==> src/rtl/paddle_ctrl.sv <==
// Two-player paddle controller: raw buttons are synchronised and debounced,
// then step each paddle top line under a WAIT/PLAY/OVER game FSM.
module paddle_ctrl #(
  parameter int V_DISP   = 480,
  parameter int SLDE_W   = 10,
  parameter int BODY_L   = 80,
  parameter int MOVE_DIV = 120000,
  parameter int DEB_LEN  = 250000
) (
  input  logic       vga_clk,
  input  logic       sys_rst,
  input  logic       start,
  input  logic [3:0] score,
  input  logic       p0_up,
  input  logic       p0_dn,
  input  logic       p1_up,
  input  logic       p1_dn,
  output logic [9:0] padbody_y0,
  output logic [9:0] padbody_y1
);
  localparam int DW = $clog2(DEB_LEN + 1);
  localparam int TW = $clog2(MOVE_DIV + 1);
  localparam logic [10:0] CENTER = 11'(V_DISP / 2 - BODY_L / 2);
  localparam logic [10:0] YMIN   = 11'(SLDE_W + 1);
  localparam logic [10:0] YMAX   = 11'(V_DISP - SLDE_W - BODY_L - 1);

  localparam logic [1:0] WAIT = 2'd0;
  localparam logic [1:0] PLAY = 2'd1;
  localparam logic [1:0] OVER = 2'd2;

  // Button order everywhere: {p1_dn, p1_up, p0_dn, p0_up}
  logic [3:0] raw;
  logic [3:0] sync_a;
  logic [3:0] sync_b;
  logic [3:0] deb;

  assign raw = {p1_dn, p1_up, p0_dn, p0_up};

  always_ff @(posedge vga_clk or posedge sys_rst) begin
    if (sys_rst) begin
      sync_a <= '0;
      sync_b <= '0;
    end else begin
      sync_a <= raw;
      sync_b <= sync_a;
    end
  end

  genvar gi;
  generate
    for (gi = 0; gi < 4; gi++) begin : g_deb
      logic [DW-1:0] cnt;
      logic          lvl;

      // Level flips only after DEB_LEN consecutive disagreeing samples.
      always_ff @(posedge vga_clk or posedge sys_rst) begin
        if (sys_rst) begin
          cnt <= '0;
          lvl <= 1'b0;
        end else if (sync_b[gi] == lvl) begin
          cnt <= '0;
        end else if (cnt == DW'(DEB_LEN - 1)) begin
          lvl <= ~lvl;
          cnt <= '0;
        end else begin
          cnt <= cnt + DW'(1);
        end
      end

      assign deb[gi] = lvl;
    end
  endgenerate

  logic [TW-1:0] tick;
  logic          move_tick;

  assign move_tick = (tick == TW'(MOVE_DIV - 1));

  always_ff @(posedge vga_clk or posedge sys_rst) begin
    if (sys_rst) begin
      tick <= '0;
    end else if (move_tick) begin
      tick <= '0;
    end else begin
      tick <= tick + TW'(1);
    end
  end

  logic [1:0] state;
  logic [1:0] state_next;
  logic       game_over;

  assign game_over = (score[3:2] == 2'b11) || (score[1:0] == 2'b11);

  // Dropping start takes priority over a simultaneous game-over.
  always_comb begin
    state_next = state;
    case (state)
      WAIT: if (start && !game_over) state_next = PLAY;
      PLAY: begin
        if (!start) begin
          state_next = WAIT;
        end else if (game_over) begin
          state_next = OVER;
        end
      end
      OVER: if (!start) state_next = WAIT;
      default: state_next = WAIT;
    endcase
  end

  always_ff @(posedge vga_clk or posedge sys_rst) begin
    if (sys_rst) begin
      state <= WAIT;
    end else begin
      state <= state_next;
    end
  end

  function automatic logic [10:0] step_pos(input logic [10:0] y,
                                           input logic up,
                                           input logic dn);
    logic [10:0] r;
    r = y;
    if (up && !dn && (y > YMIN)) begin
      r = y - 11'd1;
    end else if (dn && !up && (y < YMAX)) begin
      r = y + 11'd1;
    end
    return r;
  endfunction

  logic [10:0] y0_cur;
  logic [10:0] y1_cur;
  logic [10:0] y0_next;
  logic [10:0] y1_next;
  logic        unused_msb;

  assign y0_cur = {1'b0, padbody_y0};
  assign y1_cur = {1'b0, padbody_y1};

  always_comb begin
    y0_next = y0_cur;
    y1_next = y1_cur;
    case (state)
      WAIT: begin
        y0_next = CENTER;
        y1_next = CENTER;
      end
      PLAY: begin
        if (move_tick) begin
          y0_next = step_pos(y0_cur, deb[0], deb[1]);
          y1_next = step_pos(y1_cur, deb[2], deb[3]);
        end
      end
      default: begin
        y0_next = y0_cur;
        y1_next = y1_cur;
      end
    endcase
  end

  // Clamping keeps positions below 512, so the top bit is always zero.
  assign unused_msb = y0_next[10] ^ y1_next[10];

  always_ff @(posedge vga_clk or posedge sys_rst) begin
    if (sys_rst) begin
      padbody_y0 <= CENTER[9:0];
      padbody_y1 <= CENTER[9:0];
    end else begin
      padbody_y0 <= y0_next[9:0];
      padbody_y1 <= y1_next[9:0];
    end
  end

endmodule

==> config.mk <==
export PLATFORM = sky130hd
export DESIGN_NAME = paddle_ctrl
export DESIGN_NICKNAME = d
export VERILOG_FILES = /design/src/rtl/paddle_ctrl.sv
export SDC_FILE = /design/constraint.sdc
export NUM_CORES = 1
export LEC_CHECK = 0
export ABC_AREA = 1
export ABC_CLOCK_PERIOD_IN_PS = 4250
export BUFFER_PORTS_ARGS = -buffer_cell sky130_fd_sc_hd__buf_2
export CELL_PAD_IN_SITES_DETAIL_PLACEMENT = 0
export CELL_PAD_IN_SITES_GLOBAL_PLACEMENT = 1
export CORE_ASPECT_RATIO = 1.25
export CORE_MARGIN = 4
export CORE_UTILIZATION = 37
export CTS_CLUSTER_SIZE = 20
export DETAILED_ROUTE_END_ITERATION = 8
export HOLD_SLACK_MARGIN = 0.05
export MAX_ROUTING_LAYER = met4
export PLACE_DENSITY_LB_ADDON = 0.1
export SETUP_SLACK_MARGIN = 0.4
export SYNTH_ARGS = -nofsm -noshare
export SYNTH_HDL_FRONTEND = slang
export SYNTH_SLANG_ARGS = --single-unit
==> constraint.sdc <==
create_clock -name vga_clk -period 4.25 [get_ports vga_clk]
set_input_delay 0 -clock vga_clk [delete_from_list [all_inputs] [get_ports vga_clk]]
set_output_delay 0 -clock vga_clk [all_outputs]
set_load 0.03 [all_outputs]
==> flow_summary.json, run 1 <==
{
  "status": "finished clean",
  "rrSetupSlack_ps": 1780,
  "postSynthAreaPerCell_um2": 7.32,
  "cts.htree.levels": 4,
  "holdCritStartpoint": "p1_dn",
  "place.gp.congestion": 0.877,
  "power.leakage_uw": 0.00413,
  "via_per_inst": 4.71,
  "antenna_cells": 0,
  "clock_skew_ps": 8.42,
  "critPathKind": "flip-flop to flip-flop",
  "syn2layout_area_growth_pct": 16.3,
  "final_hold_viol_count": 0,
  "avgRoutedWirePerCell_um": 13.1,
  "nets": 1112,
  "finalSetupViolCount": 0,
  "vias": 6382,
  "drive_gt1_frac": 0.101,
  "syn_area_um2": 7490,
  "die_y_um": 167,
  "worst_setup_path_start_kind": "flip-flop",
  "max-slew-margin-rel": 0.471,
  "yosys_warnings": 0,
  "first_iter_violations": 384,
  "reg2reg_to": "padbody_y0[7]",
  "slew_viol_final": 0,
  "end_kind": "flip-flop",
  "clock-root-buffer": "clkbuf_16",
  "rsz0062_at_grt": "false",
  "hold_path_end": "sync_a[3]",
  "start_util": 0.381,
  "port-buffer-count": 30,
  "hold_class": "input port to flip-flop",
  "fp-row-count": 57,
  "drt-pass1-iter-count": 4,
  "antenna_found_initial": 0,
  "insertion_delay_ps": 420,
  "max_freq_mhz": 405,
  "syn_nets": 1057,
  "cp.arrival_ps": 2820,
  "yosysUniqueCellTypes": 39,
  "fillers": 2101,
  "path_max_fanout": 8,
  "cts_buffer_depth": 2,
  "grt_max_degree": 85,
  "drv_cap": 0,
  "reg2reg_depth": 15,
  "ir_drop_mv": 0.278,
  "hold_depth": 2,
  "die_w_um": 135,
  "critPathLaunch": "padbody_y0[3]",
  "cts_buffers": 17,
  "powerDensity_nw_per_um2": 359,
  "cts_tree": "built",
  "r2r_start": "padbody_y0[3]",
  "wl_um": 17800,
  "groute.usage.overall": 0.173,
  "grt_pass1_wl_um": 30900,
  "path_clk_slew_ps": 60,
  "cts_resized": 0,
  "finalSetupTns_ps": 0,
  "cts_sinks": 123,
  "grt_pass1_vias": 6482,
  "required_ps": 4600,
  "die_area_um2": 22600,
  "finalPower_uw": 3130,
  "core-area_um2": 19700,
  "fin_crit_ps": 2470,
  "synth_seq_cells": 123,
  "drc": 0,
  "ioPinCount": 31,
  "period_share": 0.581,
  "hpwl_um": 13100,
  "tightest_slew_ps": 793,
  "netlist_instances": 1023,
  "ant_nets": 0,
  "synth-seq-area-share": 0.412,
  "grt-ovfl-total": 0
}
what timing repair did:
| item | in CTS | in global routing |
|---|---|---|
| hold buffers | 9 | 0 |
| endpoints found under the hold margin | 86 | 0 |
| endpoints found under the setup margin | 0 | 0 |
| buffers inserted | 0 | 0 |
synthesized netlist by cell type, drive strengths merged:
cell type / number / area, um^2
o22ai: 1 / 6.26
nor4: 14 / 87.6
nand3b: 5 / 37.5
clkbuf: 3 / 11.3
nor3: 46 / 252
xor2: 44 / 385
xnor2: 7 / 61.3
nand2: 281 / 1070
inv: 140 / 526
a22o: 1 / 8.76
o21ai: 9 / 48.8
a31o: 5 / 43.8
dfrtp: 117 / 2930
ha: 21 / 263
buf: 1 / 11.3
nor2: 176 / 736
clkinv: 1 / 3.75
nor4b: 1 / 8.76
nand3: 78 / 410
dfstp: 6 / 158
nand4: 25 / 156
o21bai: 1 / 7.51
a21o: 1 / 7.51
or2: 9 / 56.3
fa: 2 / 40.0
nor3b: 8 / 65.1
a21oi: 18 / 90.1
a211oi: 1 / 7.51
o21a: 1 / 7.51
power breakdown:
group          internal, uW  switching (uW)
registers              1210            40.3
clock network          1060             563
logic                  73.8             182
registers in the layout (all words and copies together) (netlist names):
register    cells
g_deb.cnt      72
tick           17
padbody_y0     10
padbody_y1     10
g_deb.lvl       4
sync_a          4
sync_b          4
state           2
per-stage QoR:
step | hold slack, ps | instance area, um^2 | util | std cells | setup WS [ps]
after CTS | 196 | 8710 | 0.443 | 1356 | 1750
after detailed placement | 109 | 7970 | 0.405 | 1315 | 1770
after floorplan | 31.4 | 7490 | - | 1023 | 989
after global placement | 108 | 7970 | 0.405 | 1315 | 1810
final | 216 | 8710 | 0.443 | 1356 | 1780
after global routing | 206 | 8710 | 0.443 | 1356 | 1490
cell usage in the layout, fill, tap and decap left out, drive strengths merged:
cell	n
xor2	44
nor3b	8
clkbuf	18
inv	142
a211oi	1
or2	9
nor4	14
o21a	1
clkinvlp	3
nand3b	5
xnor2	7
o22ai	1
nand3	78
nand4	25
fa	2
dfstp	6
a31o	5
buf	31
nand2	281
nor4b	1
bufinv	5
nor3	46
clkinv	5
ha	21
dfrtp	117
o21ai	9
dlygate4sd3	9
a21o	1
nor2	176
o21bai	1
a21oi	18
a22o	1
cells by family (layout without fill, tap and decap cells):
kind of cell / after synthesis / after routing / synth area share
buf+inv: 145 / 213 / 0.0736
compound gates: 38 / 38 / 0.0304
xor+xnor: 51 / 51 / 0.0596
simple gates: 643 / 643 / 0.384
fa+ha+maj: 23 / 23 / 0.0404
flops: 123 / 123 / 0.412
worst max path at each step:
stage	endpoint	slack, ps
after floorplan	g_deb[0].cnt[0]	990
after global placement	padbody_y0[7]	1810
after detailed placement	padbody_y0[7]	1770
after CTS	padbody_y0[7]	1750
after global routing	padbody_y0[8]	1490
final	padbody_y0[7]	1780
per-layer routing:
layer,part of all wire,track usage,wire length (um),up-vias
met5,0,-,0,-
met4,0.013,0.0478,232,0
met3,0.025,0.0327,444,17
met2,0.50,0.294,8880,59
met1,0.46,0.210,8250,2932
li1,-,-,-,3374
critical path: stages (launching register included):
cell and delay [ps]:
dfstp_2 570, nand2_1 60, nand2_1 60, inv_1 40, nand2_1 80, nand2_1 130
inv_1 270, ha_1 350, a21oi_1 270, nor2_1 80, nor2_1 160, nand2_1 70
nand2_1 60, nand3_1 60, nand2_1 100, nand2_1 50
layout make-up:
| type | count | area (um^2) | area share |
|---|---|---|---|
| Clock buffer | 18 | 439 | 0.0504 |
| Clock inverter | 14 | 218 | 0.0250 |
| Sequential cell | 123 | 3090 | 0.354 |
| Timing Repair Buffer | 40 | 248 | 0.0284 |
| Tap cell | 265 | 332 | 0.0381 |
| Inverter | 141 | 534 | 0.0613 |
| Multi-Input combinational cell | 755 | 3860 | 0.443 |
Power figures use the tool's default switching activity.
==> run 2: changes to the inputs <==
--- a/config.mk
+++ b/config.mk
@@ -6,7 +6,7 @@
 export NUM_CORES = 1
 export LEC_CHECK = 0
 export ABC_AREA = 1
-export ABC_CLOCK_PERIOD_IN_PS = 4250
+export ABC_CLOCK_PERIOD_IN_PS = 2190
 export BUFFER_PORTS_ARGS = -buffer_cell sky130_fd_sc_hd__buf_2
 export CELL_PAD_IN_SITES_DETAIL_PLACEMENT = 0
 export CELL_PAD_IN_SITES_GLOBAL_PLACEMENT = 1
==> constraint.sdc (replaced) <==
create_clock -name vga_clk -period 2.19 [get_ports vga_clk]
set_input_delay 0 -clock vga_clk [delete_from_list [all_inputs] [get_ports vga_clk]]
set_output_delay 0 -clock vga_clk [all_outputs]
set_load 0.03 [all_outputs]
==> run 2 against run 1 <==
Die area unchanged. Worst hold slack worse by 86 ps. Utilization increased by 4.9 points. Sequential power rose by 93%. Largest power group unchanged.
==> flow_summary.json, run 2 (synthesis results as in run 1) <==
{
  "status": "finished clean",
  "required_ps": 2540,
  "layout_common_cells": "nand2_1, nor2_1, inv_1",
  "worst_setup_path_start_kind": "flip-flop",
  "nets": 1167,
  "rrSetupSlack_ps": 170,
  "fp-row-count": 57,
  "clock-root-buffer": "clkbuf_16",
  "vias": 6789,
  "p_seq_frac": 0.408,
  "cp_top_family": "simple AND/OR/NAND/NOR gates",
  "netSwitchingFraction": 0.262,
  "fin_crit_ps": 2020,
  "drv_cap": 0,
  "finalWorstSetupSlack_ps": 168,
  "hold_class": "input port to asynchronous set/reset pin",
  "critPathKind": "flip-flop to flip-flop",
  "first_iter_violations": 237,
  "use_met1": 0.206,
  "drive_gt1_frac": 0.241,
  "period_share": 0.923,
  "die_area_um2": 22600,
  "cts.htree.levels": 4,
  "power.leakage_uw": 0.00443,
  "worst_path_most_repeated_cell": "nand2_1",
  "grt_pass1_vias": 6702,
  "grt-busiest-layer": "met2",
  "hpwl_um": 13600,
  "max-slew-margin-rel": 0.592,
  "finalSetupViolCount": 0,
  "multi_input_area_um2": 4430,
  "top_register": "g_deb.cnt",
  "cts_buffers": 17,
  "antenna_cells": 0,
  "port-buffer-count": 30,
  "ioPinCount": 31,
  "wl_um": 18900,
  "groute.usage.overall": 0.176,
  "path_max_fanout": 8,
  "rsz0062_at_grt": "true",
  "cts_buffer_depth": 2,
  "syn2layout_area_growth_pct": 29.1,
  "finalPower_uw": 5900,
  "powerDensity_nw_per_um2": 609,
  "p_comb_frac": 0.123,
  "reg2reg_depth": 13,
  "worst-path-buf-inv": 1,
  "drc": 0,
  "via_per_inst": 4.81,
  "slowest_delay_ps": 390,
  "path_clk_slew_ps": 60,
  "r2r_start": "padbody_y1[8]",
  "met2_usage": 0.307,
  "drt-pass1-iter-count": 4,
  "grt-ovfl-total": 0,
  "largest_reg_flops": 72,
  "avgRoutedWirePerCell_um": 13.4,
  "cts_tree": "built",
  "grt_pass1_wl_um": 31600,
  "start_util": 0.381,
  "die_y_um": 167,
  "reg2reg_to": "padbody_y1[6]",
  "grt_max_degree": 76,
  "slew_viol_final": 0,
  "top_regs": "g_deb.cnt x72, tick x17",
  "ant_nets": 0,
  "core-area_um2": 19700,
  "final_hold_viol_count": 0,
  "layout_commonest_cell": "nand2_1",
  "insertion_delay_ps": 410,
  "placed_area_um2": 8320,
  "power.internal_uw": 4350,
  "p_switching_uw": 1550,
  "antenna_found_initial": 0,
  "die_w_um": 135,
  "cts_sinks": 123,
  "ir_drop_mv": 0.595,
  "slowest_stage": "dfrtp_1",
  "max_freq_mhz": 494,
  "p_clk_frac": 0.469,
  "dpl_worst_slack_ps": 42.6,
  "final_area_um2": 9680,
  "met3_usage": 0.0312,
  "regArea_um2": 3100,
  "clock_skew_ps": 7.19,
  "end_kind": "flip-flop",
  "fillers": 1989,
  "fin_util": 0.492,
  "path_cells": "nor2_2 > nand2_2 > nor2_4 > nor2_4 > buf_12 > ha_4 > nand2_2 > or2_2 > nand3_1 > nand2_1 > nand3_1 > nand2_1 > nand2_1",
  "place.gp.congestion": 0.851,
  "tightest_slew_ps": 603,
  "cp.arrival_ps": 2370,
  "finalSetupTns_ps": 0
}
## run 2: changes by cell type in the layout (fill, tap and decap cells not counted), sizes merged
cell and change:
buf +52, bufinv -3, clkbuf +3, clkinv +3
clkinvlp +1, inv -4, nand2 +2, nor2 +1
## run 2: area by class of cell
cell class,instances,area share
clock inverters,11,0.0124
repair buffers,92,0.0714
flip-flops and latches,123,0.320
inverters,141,0.0566
clock buffers,21,0.0476
multi-input cells,758,0.458
well taps,265,0.0343
## run 2: worst max-delay path by stage
stage | depth (start not counted) | end | start | slack (ps)
2_1_floorplan | 16 | padbody_y1[8] | padbody_y1[3] | 60
3_5_place_dp | 14 | padbody_y1[9] | padbody_y1[3] | 40
6_report | 13 | padbody_y1[6] | padbody_y1[8] | 170
3_3_place_gp | 14 | padbody_y1[9] | padbody_y1[3] | 50
4_1_cts | 17 | padbody_y1[8] | padbody_y1[3] | 180
5_1_grt | 17 | padbody_y1[8] | padbody_y1[7] | 50
## run 2: worst reg2reg max path: stages, from the launching register on
cell	delay [ps]
dfrtp_1	390
nor2_2	120
nand2_2	70
nor2_4	120
nor2_4	50
buf_12	150
ha_4	320
nand2_2	80
or2_2	320
nand3_1	70
nand2_1	50
nand3_1	80
nand2_1	60
nand2_1	80
## run 2: repair_timing
item	CTS	global route
setup endpoints to repair	20	46
hold buffers	9	0
hold endpoints to repair	123	0
pin swaps	34	46
gates cloned	1	2
resized for setup	56	60
setup buffers	11	15
## run 2: power by group through the flow
stage | Sequential (uW) | Combinational [uW] | Clock (uW)
6_report | 2410 | 726 | 2760
5_1_grt | 2420 | 806 | 2940
4_1_cts | 2400 | 678 | 2840
3_5_place_dp | 2440 | 608 | 0
3_3_place_gp | 2440 | 609 | 0
2_1_floorplan | 2530 | 302 | 0
## run 2: metal layers
metal	part of all wire	routed length, um
met1	0.44	8340
met2	0.52	9870
met3	0.019	354
met4	0.019	367
met5	0	0
## run 2: per-stage QoR
| step | hold WS [ps] | instances |
|---|---|---|
| finish | 131 | 1411 |
| global route | 171 | 1411 |
| CTS | 115 | 1394 |
| detailed placement | 20.9 | 1341 |
| global placement | 24.2 | 1341 |
| floorplan | 31.4 | 1023 |
